File: config.mk
export PLATFORM = sky130hd
export DESIGN_NAME = ether_rx_flat
export DESIGN_NICKNAME = d
export VERILOG_FILES = /design/src/rtl/ether_rx_if.sv /design/src/rtl/ether_rx.sv /design/src/flat_wrapper.sv
export SDC_FILE = /design/constraint.sdc
export NUM_CORES = 1
export LEC_CHECK = 0
export ABC_AREA = 0
export CAP_MARGIN = 10
export CELL_PAD_IN_SITES_DETAIL_PLACEMENT = 0
export CELL_PAD_IN_SITES_GLOBAL_PLACEMENT = 1
export CORE_AREA = 2 2 42 44
export CTS_BUF_LIST = sky130_fd_sc_hd__clkbuf_8
export CTS_CLUSTER_SIZE = 16
export DETAILED_ROUTE_END_ITERATION = 7
export DIE_AREA = 0 0 44 46
export GPL_ROUTABILITY_DRIVEN = 1
export PLACE_DENSITY = 0.72
export SYNTH_ARGS = -nofsm -noshare
export SYNTH_HDL_FRONTEND = slang
export SYNTH_SLANG_ARGS = --single-unit
File: constraint.sdc
create_clock -name clk -period 4.1 [get_ports clk]
set_input_delay 0.41 -clock clk [delete_from_list [all_inputs] [get_ports clk]]
set_output_delay 0.41 -clock clk [all_outputs]
set_load 0.01 [all_outputs]
File: src/rtl/ether_rx_if.sv
// RMII receive-side bundle: PHY dibit/carrier inputs and the filtered payload stream.
interface ether_rx_if;
  logic [1:0] rxd;
  logic       crsdv;
  logic       axiov;
  logic [1:0] axiod;

  modport master (
    output rxd,
    output crsdv,
    input  axiov,
    input  axiod
  );

  modport slave (
    input  rxd,
    input  crsdv,
    output axiov,
    output axiod
  );
endinterface

File: src/rtl/ether_rx.sv
// RMII receive front-end: checks the 31x01 + 11 lead-in of each frame and
// forwards only the dibits after the SFD; malformed frames are dropped whole.
module ether_rx (
  input  logic        clk,
  input  logic        rst,
  ether_rx_if.slave   bus
);

  typedef enum logic [1:0] {
    IDLE,
    PREAMBLE,
    DATA,
    BAD
  } state_t;

  state_t     state;
  logic [4:0] cnt;

  // Frame tracker: counts 01 dibits of the lead-in, saturating at 31, and any loss of carrier returns to IDLE.
  always_ff @(posedge clk or negedge rst) begin
    if (!rst) begin
      state <= IDLE;
      cnt   <= 5'd0;
    end else if (!bus.crsdv) begin
      state <= IDLE;
      cnt   <= 5'd0;
    end else begin
      case (state)
        IDLE: begin
          case (bus.rxd)
            2'b00: begin
              state <= IDLE;
              cnt   <= 5'd0;
            end
            2'b01: begin
              state <= PREAMBLE;
              cnt   <= 5'd1;
            end
            default: state <= BAD;
          endcase
        end
        PREAMBLE: begin
          case (bus.rxd)
            2'b01: begin
              if (cnt != 5'd31) cnt <= cnt + 5'd1;
            end
            2'b11: begin
              if (cnt == 5'd31) state <= DATA;
              else              state <= BAD;
            end
            default: state <= BAD;
          endcase
        end
        DATA:    state <= DATA;
        BAD:     state <= BAD;
        default: state <= BAD;
      endcase
    end
  end

  // Payload is passed straight through while in DATA so the first dibit after the SFD has no latency.
  always_comb begin
    bus.axiov = (state == DATA) && bus.crsdv;
    bus.axiod = bus.axiov ? bus.rxd : 2'b00;
  end

endmodule

File: src/flat_wrapper.sv
// flat-port wrapper written by rule: the top's interface ports become plain ports
module ether_rx_flat 
  (clk, rst, bus_rxd, bus_crsdv, bus_axiov, bus_axiod);
  ether_rx_if bus_i ();
  input  logic clk;
  input  logic rst;
  input wire logic [$bits(bus_i.rxd)-1:0] bus_rxd;
  input wire logic [$bits(bus_i.crsdv)-1:0] bus_crsdv;
  output wire logic [$bits(bus_i.axiov)-1:0] bus_axiov;
  output wire logic [$bits(bus_i.axiod)-1:0] bus_axiod;
  assign bus_i.rxd = bus_rxd;
  assign bus_i.crsdv = bus_crsdv;
  assign bus_axiov = bus_i.axiov;
  assign bus_axiod = bus_i.axiod;
  ether_rx u_core (.clk(clk), .rst(rst), .bus(bus_i));
endmodule
## Word level (Yosys, flattened, before mapping)

Index checks and enable logic that the tools add are counted.

- Add/subtract/negate cells: 1
- Eq/ne operators: 12
- Multiplexer cells: 11
- Reduce and logical (&&, ||, !) cells: 4

Operators with widths:

| operator | count |
|---|---|
| $pmux W5 S2 | 2 |
| $mux W5 | 3 |
| $pmux W2 S2 | 2 |
| $pmux W2 S4 | 1 |
| $eq A2 B2 Y1 const B | 3 |
| $ne A3 B3 Y1 const B | 2 |
| $add A5 B1 Y5 const B | 1 |
| $eq A5 B5 Y1 const B | 1 |
| $ne A5 B5 Y1 const B | 1 |
| $eq A2 B1 Y1 const B | 2 |
| $logic_not A2 Y1 | 2 |
| $mux W2 | 2 |
| $ne A4 B3 Y1 const B | 1 |
| $reduce_and A4 Y1 | 1 |
| $ne A3 B1 Y1 const B | 1 |
| $ne A3 B2 Y1 const B | 1 |
| $logic_and A1 B1 Y1 | 1 |
| $mux W1 | 1 |

- Bits in registers: 7
- Word-level logic and storage cells: 30

## Longest topological paths before layout

Gate-level depths: netlist of the first run.

- Word-level depth: 5
- Gate-level depth with buffers: 6
- Gate-level depth less buffers: 6

## Worst setup path before layout of the first run

No wires, ideal clock.

- Path type: reg2reg
- Start point: register u_core.cnt[0]
- End point: register u_core.cnt[3]
- Buffers on the path: 0
- Stages on the path, launching flop included: 7
- Data arrival time: 1826 ps
- Clock period less this slack: 1908 ps
- Slack: 2192 ps
- Library setup time: 82 ps
- Path through: dfrtp_1 -> ha_1 -> and3_1 -> ha_1 -> nand2b_1 -> or4_1 -> a31oi_1

- Cells in the longest elaborated chain, start to end: 5

RTL lines:

| what | RTL line | RTL |
|---|---|---|
| start, declared | ether_rx.sv:17 | `logic [4:0] cnt;` |
| start signal, assigned | ether_rx.sv:45 | `if (cnt != 5'd31) cnt <= cnt + 5'd1;` |
| $add A5 B1 Y5 | ether_rx.sv:45 |  |
| $mux W5 | ether_rx.sv:45 |  |
| $mux W5 | ether_rx.sv:43 | `case (bus.rxd)` |
| $pmux W5 S2 | ether_rx.sv:28 | `case (state)` |
| $mux W5 | ether_rx.sv:24 | `end else if (!bus.crsdv) begin` |

Parallel ways exist; a longest one is shown, timed or not. The select of a mux whose other input is x is not followed.
A chain may end at the register's enable or synchronous reset.

## Worst setup path in the final report of the first run

- Start point: input port bus_crsdv
- End point: output port bus_axiod[1]

- Cells in the longest elaborated chain, start to end: 2

RTL lines:

| what | RTL line | RTL |
|---|---|---|
| start, declared | flat_wrapper.sv:8 | `input wire logic [$bits(bus_i.crsdv)-1:0] bus_crsdv;` |
| $logic_and A1 B1 Y1 | ether_rx.sv:63 | `bus.axiov = (state == DATA) && bus.crsdv;` |
| $mux W2 | ether_rx.sv:64 | `bus.axiod = bus.axiov ? bus.rxd : 2'b00;` |
| end, declared | flat_wrapper.sv:10 | `output wire logic [$bits(bus_i.axiod)-1:0] bus_axiod;` |

Every way passes these cells.

==> out/summary.log, run 1 <==
[synthesis] count of state elements after synthesis 7
[final_layout] share of layout cells above drive strength 1 0.115
[floorplan] die height 46 um
[floorplan] DIE WIDTH 44 um
[timing] count of endpoints failing hold in the final timing report 0
[floorplan] total core area 1610 sq um
[min_path] Tightest Hold Check Type input pin to asynchronous set/reset pin
[detailed_routing] routed wire length 982 um
[placement] Port Buf Inserts 7
[synthesis] net count after synthesis 58
[setup_path] Worst Path Arrival 2.12 ns
[setup_path] endpoint kind of the worst setup timing path output port
[timing] setup skew after layout 0.00190 ns
[detailed_routing] Vias 416
[power_and_ir_drop] power per unit of standard cell area 331 nW/um^2
[cts] Resize count post-CTS 0
[timing] final clock period utilization by the worst path 0.617
[detailed_routing] detail-routed net length per standard cell 12.6 um
[cts] Clock Sinks 7
[final_layout] Final nets 69
[cts] clock edge transition at the registers on the reported setup and hold paths 0.04 ns
[floorplan] Rows 15
[setup_path] Critical Path Start Type input pin
[timing] Slew Limit Fails 0
[cts] CTS Root Buffer Type sky130_fd_sc_hd__clkbuf_8
[cts] Longest Clk Path Bufs 2
[cts] worst skew pair latency 0.23 ns
[detailed_routing] Via-to-Cell Ratio 5.33
[timing] Max Clock Freq 0.395 GHz
[timing] RSZ-0062 raised after global routing false
[power_and_ir_drop] total chip power 0.193 mW
[final_layout] commonest cells after routing, fill and taps aside 7 x sky130_fd_sc_hd__nand2_1, 7 x sky130_fd_sc_hd__clkdlybuf4s50_1, 7 x sky130_fd_sc_hd__dfrtp_1
[timing] total negative slack 0 ns
[detailed_routing] Routed Antenna Nets 0
[power_and_ir_drop] maximum resistive drop on vdd 163 uV
[floorplan] die area 2020 sq um
[setup_path] Worst Path Required 3.69 ns
[synthesis] Synthesis Warnings 0
[synthesis] gate count after technology mapping 51
[global_routing] wire length of the first global-routing pass 1600 um
[synthesis] Seq/Total Area, Yosys 0.388
[global_routing] total track usage 0.113
[synthesis] post-synthesis cell type count 27
[cts] number of buffers inserted to repair setup after CTS 0
[timing] transition time at the pin with the least slew margin 0.430 ns
[floorplan] top-level port count 8
[flow_run] Max-cap violations 0
[global_routing] number of antenna violations at the first check in global routing 0
[timing] headroom to the max-slew limit 0.712
[final_layout] area growth from synthesis to layout 29.4%
[final_layout] count of filler cells inserted in the layout 176
[synthesis] synthesized area 452 sq um
[final_layout] Antenna diodes 0
[detailed_routing] number of optimization iterations in the first detailed-route pass 4
[global_routing] largest net degree at the start of global routing 14
[placement] half-perimeter wire length of the detailed placement result 760 um
[setup_path] highest fanout seen on the critical path 7
[detailed_routing] drt first-iter violations 11
[global_routing] Congestion Overflow GR 0
[timing] setup violators final 0
[cts] number of buffers inserted during clock tree synthesis 3
[cts] CTS tree done
[synthesis] Synth Area per Inst 8.86 sq um
[detailed_routing] DRC violation count after routing 0
[cts] H-tree depth reported by CTS 1
[cts] number of hold buffers added after CTS 0
[placement] global placer's final weighted congestion 0.729
[timing] clock period minus final worst setup slack 2.53 ns
[setup_path] WS Path Type input pin to output port
[run_status] result of the run completed
[global_routing] number of global-route vias before repair 370
[floorplan] initial standard-cell utilization of the core 0.280
[power_and_ir_drop] leakage power summed over all cells 0.248 nW
[state kept, by name, indices dropped and copies added (netlist names)]
register      cells
u_core.state      2
u_core.cnt        5
[kinds of logic after synthesis]
logic type / after synthesis / share of synthesized area
AOI/OAI and AO/OA: 13 / 0.202
buffers and inverters: 2 / 0.0166
DFF: 7 / 0.388
and+or+nand+nor: 27 / 0.338
adders and majority gates: 2 / 0.0554
[Yosys cell counts (all sizes together)]
library cell	n	area share
o21ai	1	0.011
a21o	1	0.017
nand4	3	0.042
a22o	1	0.019
nand2	7	0.058
o21bai	1	0.017
nand2b	2	0.028
a21oi	2	0.022
ha	2	0.055
clkbuf	1	0.0083
o311a	1	0.022
or2	1	0.019
nand3	4	0.044
nor2b	1	0.014
or4	1	0.017
a31o	1	0.019
nor3b	1	0.017
nor2	2	0.017
and3	1	0.014
and2	2	0.030
and3b	1	0.019
or2b	1	0.019
dfrtp	7	0.39
o211ai	2	0.033
a31oi	3	0.042
inv	1	0.0083
[through the flow]
stage                     cell area, sq um  setup WS (ns)  std cells  utilization  hold WS (ns)
final                                  584           1.57         78        0.362         0.457
after global routing                   584           1.44         78        0.362         0.475
after CTS                              584           1.55         78        0.362         0.466
after detailed placement               539           1.56         74        0.334         0.582
after global placement                 539           1.58         74        0.334         0.569
after floorplan                        452           2.19         51            -         0.114
[cell type report]
class	instances	area, sq um	area share
clock buffer	3	41.3	0.0707
clock inverter	1	3.75	0.00642
inverter	1	3.75	0.00642
multi-input combinational	42	269	0.460
sequential	7	175	0.300
tap	17	21.3	0.0364
timing repair buffer	7	70.1	0.120
[report_power, final]
group,internal [mW],leakage (nW),switching (mW)
Sequential,0.0717,0.0943,0.00440
Clock,0.0647,0.0269,0.0294
Combinational,0.0121,0.126,0.0112
Total,0.148,0.248,0.0450
[final timing paths]
check | slack [ns] | from | cells after the start | end
max | 1.57 | bus_crsdv | 5 | bus_axiod[1]
min | 0.46 | rst | 1 | u_core.cnt[3]
max reg2reg | 2.08 | u_core.cnt[0] | 6 | u_core.cnt[3]
min reg2reg | 0.58 | u_core.cnt[4] | 2 | u_core.cnt[4]
max in group asynchronous | 3.39 | rst | 1 | u_core.cnt[0]
min in group clk | 0.58 | u_core.cnt[4] | 2 | u_core.cnt[4]
[routing by layer]
layer  up-vias  wire [um]  global-route usage
li1        213          -                   -
met1       194        485               0.127
met2         9        458               0.185
met3         0         38              0.0595
met4         0          0              0.0364
met5         -          0                   0
[worst max-delay path, cell delays in order]
cell	delay, ns
sky130_fd_sc_hd__clkdlybuf4s50_1	0.59
sky130_fd_sc_hd__inv_1	0.14
sky130_fd_sc_hd__nor3b_1	0.27
sky130_fd_sc_hd__and2_2	0.18
sky130_fd_sc_hd__clkdlybuf4s50_1	0.52
Power figures use the tool's default switching activity.
==> inputs of run 2 (changes only) <==
==> constraint.sdc (replaced) <==
create_clock -name clk -period 2.4 [get_ports clk]
set_input_delay 0.24 -clock clk [delete_from_list [all_inputs] [get_ports clk]]
set_output_delay 0.24 -clock clk [all_outputs]
set_load 0.01 [all_outputs]
==> run 2 against run 1 <==
Net effect:
- wire length fell by 4.0%
- final cell count grew 1.3%
- clock power up 68%
- hold slack got worse by 0.17 ns
- combinational power is 75% higher
- total power grew 70%
- final area increased by 1.3%
- critical path depth rose by 1
- sequential share of layout area shrank 0.38 points
- worst setup slack lost 1.2 ns
- sequential cell count stayed put
- highest routed layer is now met4
==> out/summary.log, run 2 (synthesis gave the netlist of run 1 again) <==
[run_status] result of the run completed [unchanged]
[global_routing] number of antenna violations at the first check in global routing 0 [unchanged]
[placement] dpl cell area 547 sq um [was 539 sq um]
[setup_path] highest fanout seen on the critical path 5 [was 7]
[setup_path] WS Path Type register to register [was input pin to output port]
[cts] worst skew pair latency 0.22 ns [was 0.23 ns]
[timing] total negative slack 0 ns [unchanged]
[flow_run] Max-cap violations 0 [unchanged]
[global_routing] wire length of the first global-routing pass 1730 um [was 1600 um]
[final_layout] Final nets 70 [was 69]
[cts] number of hold buffers added after CTS 0 [unchanged]
[detailed_routing] detail-routed net length per standard cell 11.9 um [was 12.6 um]
[timing] setup violators final 0 [unchanged]
[final_layout] final instance area 592 sq um [was 584 sq um]
[floorplan] Rows 15 [unchanged]
[cts] number of buffers inserted to repair setup after CTS 0 [unchanged]
[timing] RSZ-0062 raised after global routing false [unchanged]
[power_and_ir_drop] maximum resistive drop on vdd 401 uV [was 163 uV]
[timing] clock period minus final worst setup slack 2.03 ns
[final_layout] commonest cells after routing, fill and taps aside 7 x sky130_fd_sc_hd__nand2_1, 7 x sky130_fd_sc_hd__clkdlybuf4s50_1, 7 x sky130_fd_sc_hd__dfrtp_1 [unchanged]
[detailed_routing] DRC violation count after routing 0 [unchanged]
[detailed_routing] metal2 WL 438 um [was 458 um]
[cts] CTS tree done [unchanged]
[detailed_routing] number of optimization iterations in the first detailed-route pass 4 [unchanged]
[detailed_routing] Via-to-Cell Ratio 5.24 [was 5.33]
[placement] Port Buf Inserts 7 [unchanged]
[timing] final clock period utilization by the worst path 0.848
[timing] Slew Limit Fails 0 [unchanged]
[final_layout] largest registers in the final layout u_core.cnt (5), u_core.state (2) [unchanged]
[timing] count of endpoints failing hold in the final timing report 0 [unchanged]
[global_routing] Congestion Overflow GR 0 [unchanged]
[setup_path] Critical Path Start Type register [was input pin]
[setup_path] Worst Path Arrival 2.18 ns [was 2.12 ns]
[global_routing] largest net degree at the start of global routing 14 [unchanged]
[floorplan] die height 46 um [unchanged]
[floorplan] total core area 1610 sq um [unchanged]
[final_layout] Antenna diodes 0 [unchanged]
[final_layout] count of filler cells inserted in the layout 167 [was 176]
[cts] Resize count post-CTS 0 [unchanged]
[final_layout] share of layout cells above drive strength 1 0.129 [was 0.115]
[detailed_routing] met1 WL 455 um [was 485 um]
[timing] setup skew after layout 0.000295 ns [was 0.00190 ns]
[detailed_routing] routed wire length 943 um [was 982 um]
[placement] global placer's final weighted congestion 0.730 [was 0.729]
[power_and_ir_drop] leakage power summed over all cells 0.252 nW [was 0.248 nW]
[final_layout] number of flip-flops under the largest register name 5 [unchanged]
[floorplan] DIE WIDTH 44 um [unchanged]
[cts] H-tree depth reported by CTS 1 [unchanged]
[cts] clock edge transition at the registers on the reported setup and hold paths 0.04 ns [about the same]
[cts] number of buffers inserted during clock tree synthesis 3 [unchanged]
[floorplan] top-level port count 8 [unchanged]
[final_layout] Reg area 175 sq um [unchanged]
[placement] half-perimeter wire length of the detailed placement result 733 um [was 760 um]
[cts] Clock Sinks 7 [unchanged]
[timing] transition time at the pin with the least slew margin 0.431 ns [was 0.430 ns]
[detailed_routing] top layer in use met4 [was met3]
[setup_path] endpoint kind of the worst setup timing path register [was output port]
[power_and_ir_drop] power per unit of standard cell area 556 nW/um^2 [was 331 nW/um^2]
[final_layout] area taken by multi-input logic gates 269 sq um [unchanged]
[floorplan] die area 2020 sq um [unchanged]
[setup_path] Worst Path Required 2.54 ns [was 3.69 ns]
[timing] Max Clock Freq 0.491 GHz
[floorplan] initial standard-cell utilization of the core 0.280 [unchanged]
[final_layout] register with the highest flop count u_core.cnt [unchanged]
[timing] headroom to the max-slew limit 0.712 [about the same]
[detailed_routing] drt first-iter violations 9 [was 11]
[global_routing] total track usage 0.123 [was 0.113]
[final_layout] area growth from synthesis to layout 31.0% [was 29.4%]
[cts] Longest Clk Path Bufs 2 [unchanged]
[cts] CTS Root Buffer Type sky130_fd_sc_hd__clkbuf_8 [unchanged]
[global_routing] number of global-route vias before repair 377 [was 370]
[detailed_routing] Vias 414 [was 416]
[detailed_routing] Routed Antenna Nets 0 [unchanged]
[detailed_routing] Met3 Routed Length 45 um [was 38 um]
[min_path] Tightest Hold Check Type input pin to asynchronous set/reset pin [unchanged]
-- run 2: worst paths after layout --
| path | from | depth (start not counted) | end | slack (ns) |
|---|---|---|---|---|
| setup / recovery | u_core.cnt[0] | 6 | u_core.cnt[3] | 0.37 |
| hold / removal | rst | 1 | u_core.cnt[4] | 0.29 |
| setup reg to reg | u_core.cnt[0] | 6 | u_core.cnt[3] | 0.37 |
| hold reg to reg | u_core.cnt[4] | 2 | u_core.cnt[4] | 0.57 |
| max in group asynchronous | rst | 1 | u_core.cnt[2] | 1.86 |
| min in group clk | u_core.cnt[4] | 2 | u_core.cnt[4] | 0.57 |
-- run 2: critical path: stages, from the launching register on --
cell,delay (ns)
sky130_fd_sc_hd__dfrtp_1,0.42
sky130_fd_sc_hd__ha_1,0.25
sky130_fd_sc_hd__and3_1,0.19
sky130_fd_sc_hd__ha_1,0.22
sky130_fd_sc_hd__nand2b_1,0.20
sky130_fd_sc_hd__or4_1,0.51
sky130_fd_sc_hd__a31oi_1,0.17
-- run 2: area by class of cell --
type / count / area share
tap: 17 / 0.0359
clock inverter: 1 / 0.00634
clock buffer: 3 / 0.0698
sequential: 7 / 0.296
inverter: 1 / 0.00634
timing repair buffer: 8 / 0.131
multi-input combinational: 42 / 0.455
-- run 2: routing by layer --
metal / GRT usage / vias to the layer above
li1: - / 213
met1: 0.144 / 195
met2: 0.191 / 4
met3: 0.0714 / 2
met4: 0.0364 / 0
met5: 0 / -
-- run 2: power breakdown --
| part | total (mW) | internal, mW | switching (mW) |
|---|---|---|---|
| logic | 0.0407 | 0.0217 | 0.0191 |
| clock network | 0.158 | 0.110 | 0.0474 |
| registers | 0.130 | 0.122 | 0.00791 |
-- run 2: per-stage QoR --
stage	hold WS (ns)	utilization	cells	total power, mW	worst slack [ns]
finish	0.288	0.367	79	0.329	0.365
global route	0.302	0.367	79	0.352	0.278
CTS	0.295	0.367	79	0.335	0.351
detailed placement	0.532	0.339	75	0.173	0.364
global placement	0.531	0.339	75	0.173	0.385
floorplan	-0.0556	-	51	0.151	0.492
==> inputs of run 3 (changes only) <==
--- a/config.mk
+++ b/config.mk
@@ -15,7 +15,7 @@
 export DETAILED_ROUTE_END_ITERATION = 7
 export DIE_AREA = 0 0 44 46
 export GPL_ROUTABILITY_DRIVEN = 1
-export PLACE_DENSITY = 0.72
+export PLACE_DENSITY = 0.75
 export SYNTH_ARGS = -nofsm -noshare
 export SYNTH_HDL_FRONTEND = slang
 export SYNTH_SLANG_ARGS = --single-unit
==> constraint.sdc (replaced) <==
create_clock -name clk -period 1.73 [get_ports clk]
set_input_delay 0.173 -clock clk [delete_from_list [all_inputs] [get_ports clk]]
set_output_delay 0.173 -clock clk [all_outputs]
set_load 0.01 [all_outputs]
==> run 3 against run 2 <==
Net effect:
- critical path depth stayed put
- combinational power is 100% higher
- hold slack worse by 0.075 ns
- clock skew hardly changed
- final cell count is 14% higher
- critical endpoint unchanged
- wire length is 15% higher
==> out/summary.log, run 3 (synthesis gave the netlist of run 1 again) <==
[run_status] result of the run completed [unchanged]
[timing] total negative slack 0 ns [unchanged]
[power_and_ir_drop] maximum resistive drop on vdd 470 uV [was 401 uV]
[power_and_ir_drop] clock network power share 0.461 [was 0.479]
[final_layout] Antenna diodes 0 [unchanged]
[global_routing] Congestion Overflow GR 0 [unchanged]
[floorplan] Rows 15 [unchanged]
[detailed_routing] Via-to-Cell Ratio 5.16 [was 5.24]
[detailed_routing] DRC violation count after routing 0 [unchanged]
[floorplan] initial standard-cell utilization of the core 0.280 [unchanged]
[global_routing] wire length of the first global-routing pass 1780 um [was 1730 um]
[detailed_routing] number of optimization iterations in the first detailed-route pass 4 [unchanged]
[cts] CTS Root Buffer Type sky130_fd_sc_hd__clkbuf_8 [unchanged]
[cts] Longest Clk Path Bufs 2 [unchanged]
[setup_path] Worst Path Required 1.88 ns [was 2.54 ns]
[final_layout] commonest non-fill, non-tap cell in the layout sky130_fd_sc_hd__buf_4
[placement] Port Buf Inserts 7 [unchanged]
[power_and_ir_drop] sw power 0.110 mW [was 0.0744 mW]
[detailed_routing] Met3 Routed Length 57 um [was 45 um]
[detailed_routing] Routed Antenna Nets 0 [unchanged]
[timing] clock period minus final worst setup slack 1.67 ns [was 2.03 ns]
[power_and_ir_drop] leakage power summed over all cells 0.312 nW [was 0.252 nW]
[floorplan] DIE WIDTH 44 um [unchanged]
[cts] H-tree depth reported by CTS 1 [unchanged]
[timing] RSZ-0062 raised after global routing false [unchanged]
[timing] count of endpoints failing hold in the final timing report 0 [unchanged]
[final_layout] Final nets 81 [was 70]
[cts] CTS tree done [unchanged]
[detailed_routing] Vias 464 [was 414]
[cts] Clock Sinks 7 [unchanged]
[final_layout] register with the highest flop count u_core.cnt [unchanged]
[final_layout] Post-Route Utilization 0.436 [was 0.367]
[placement] placed cell count 83 [was 75]
[floorplan] top-level port count 8 [unchanged]
[power_and_ir_drop] proportion of power drawn by flip-flops and latches 0.367 [was 0.397]
[global_routing] total track usage 0.126 [was 0.123]
[cts] number of hold buffers added after CTS 0 [unchanged]
[global_routing] largest net degree at the start of global routing 12 [was 14]
[power_and_ir_drop] internal power component 0.368 mW [was 0.254 mW]
[setup_path] Crit Reg-Reg Endpoint u_core.cnt[3] [unchanged]
[detailed_routing] met1 WL 505 um [was 455 um]
[setup_path] endpoint kind of the worst setup timing path register [unchanged]
[detailed_routing] routed wire length 1090 um [was 943 um]
[timing] final clock period utilization by the worst path 0.965 [was 0.848]
[final_layout] area growth from synthesis to layout 56.0% [was 31.0%]
[detailed_routing] drt first-iter violations 8 [was 9]
[setup_path] highest fanout seen on the critical path 4 [was 5]
[detailed_routing] detail-routed net length per standard cell 12.1 um [was 11.9 um]
[setup_path] WS Path Type register to register [unchanged]
[detailed_routing] top layer in use met4 [unchanged]
[power_and_ir_drop] power per unit of standard cell area 678 nW/um^2 [was 556 nW/um^2]
[floorplan] die height 46 um [unchanged]
[placement] half-perimeter wire length of the detailed placement result 850 um [was 733 um]
[floorplan] die area 2020 sq um [unchanged]
[timing] transition time at the pin with the least slew margin 0.324 ns [was 0.431 ns]
[detailed_routing] metal2 WL 517 um [was 438 um]
[final_layout] share of layout cells above drive strength 1 0.329 [was 0.129]
[setup_path] Worst Reg-to-Reg Cells 6 [unchanged]
[timing] headroom to the max-slew limit 0.783 [was 0.712]
[cts] worst skew pair latency 0.22 ns [about the same]
[power_and_ir_drop] relative contribution of combinational cells to total power 0.172 [was 0.124]
[setup_path] startpoint of the lowest-slack register-to-register path u_core.cnt[0] [unchanged]
[timing] Max Clock Freq 0.599 GHz [was 0.491 GHz]
[final_layout] final instance area 704 sq um [was 592 sq um]
[floorplan] total core area 1610 sq um [unchanged]
[power_and_ir_drop] switching share of total power 0.230 [was 0.226]
[final_layout] number of flip-flops under the largest register name 5 [unchanged]
[timing] setup skew after layout 0.000542 ns [was 0.000295 ns]
[cts] clock edge transition at the registers on the reported setup and hold paths 0.04 ns [about the same]
[final_layout] commonest cells after routing, fill and taps aside 12 x sky130_fd_sc_hd__buf_4, 7 x sky130_fd_sc_hd__nand2_1, 7 x sky130_fd_sc_hd__dfrtp_1 [was 7 x sky130_fd_sc_hd__nand2_1, 7 x sky130_fd_sc_hd__clkdlybuf4s50_1, 7 x sky130_fd_sc_hd__dfrtp_1]
[global_routing] number of antenna violations at the first check in global routing 0 [unchanged]
[min_path] Tightest Hold Check Type input pin to asynchronous set/reset pin [unchanged]
[setup_path] Critical Path Start Type register [unchanged]
[timing] Slew Limit Fails 0 [unchanged]
[final_layout] largest registers in the final layout u_core.cnt (5), u_core.state (2) [unchanged]
[setup_path] worst reg2reg setup slack 0.06 ns [was 0.37 ns]
[global_routing] number of global-route vias before repair 417 [was 377]
[placement] dpl cell area 634 sq um [was 547 sq um]
[final_layout] Cell Count, Final, Fillers Out 90 [was 79]
[placement] global placer's final weighted congestion 0.758 [was 0.730]
[timing] setup violators final 0 [unchanged]
[setup_path] Worst Path Arrival 1.82 ns [was 2.18 ns]
[flow_run] Max-cap violations 0 [unchanged]
[cts] number of buffers inserted during clock tree synthesis 3 [unchanged]
## run 3: how the worst max path moves through the flow
stage                        from  slack [ns]       endpoint
finish              u_core.cnt[0]        0.06  u_core.cnt[3]
floorplan           u_core.cnt[1]        0.09  u_core.cnt[3]
global route        u_core.cnt[0]        0.01  u_core.cnt[3]
global placement        bus_crsdv       -0.12   bus_axiod[1]
CTS                 u_core.cnt[1]        0.05  u_core.cnt[3]
detailed placement      bus_crsdv       -0.13   bus_axiod[1]
## run 3: timing repair
| item | CTS | global route |
|---|---|---|
| setup buffers | 0 | 3 |
| pin swaps | 0 | 2 |
| resized for setup | 3 | 0 |
| endpoints found under the setup margin | 3 | 1 |
## run 3: cell type report
type	count	area (sq um)
flip-flops and latches	7	175
clock buffers	3	41.3
clock inverters	1	3.75
inverters	1	3.75
well taps	17	21.3
multi-input cells	42	302
fillers	160	910
repair buffers	19	158
## run 3: layer usage
metal,global-route usage,up-vias
li1,-,235
met1,0.149,220
met2,0.194,7
met3,0.0595,2
met4,0.0545,0
met5,0,-
## run 3: power groups by stage
stage,Sequential [mW],Clock [mW],Combinational [mW]
4_1_cts,0.175,0.229,0.0815
5_1_grt,0.176,0.241,0.0905
6_report,0.175,0.220,0.0823
3_3_place_gp,0.177,0,0.0804
3_5_place_dp,0.177,0,0.0815
2_1_floorplan,0.177,0,0.0342
## run 3: critical path, stage by stage (launching register included)
cell and delay (ns):
sky130_fd_sc_hd__dfrtp_1 0.38, sky130_fd_sc_hd__ha_2 0.19, sky130_fd_sc_hd__and3_4 0.18, sky130_fd_sc_hd__ha_4 0.16, sky130_fd_sc_hd__nand2b_4 0.13, sky130_fd_sc_hd__or4_1 0.39
sky130_fd_sc_hd__a31oi_1 0.16
## run 3: through the flow
stage	power, mW	hold WS, ns	worst slack (ns)
finish	0.478	0.212	0.0611
global route	0.507	0.229	0.0101
CTS	0.485	0.215	0.0473
detailed placement	0.258	0.457	-0.131
global placement	0.257	0.460	-0.115
floorplan	0.211	-0.123	0.0888
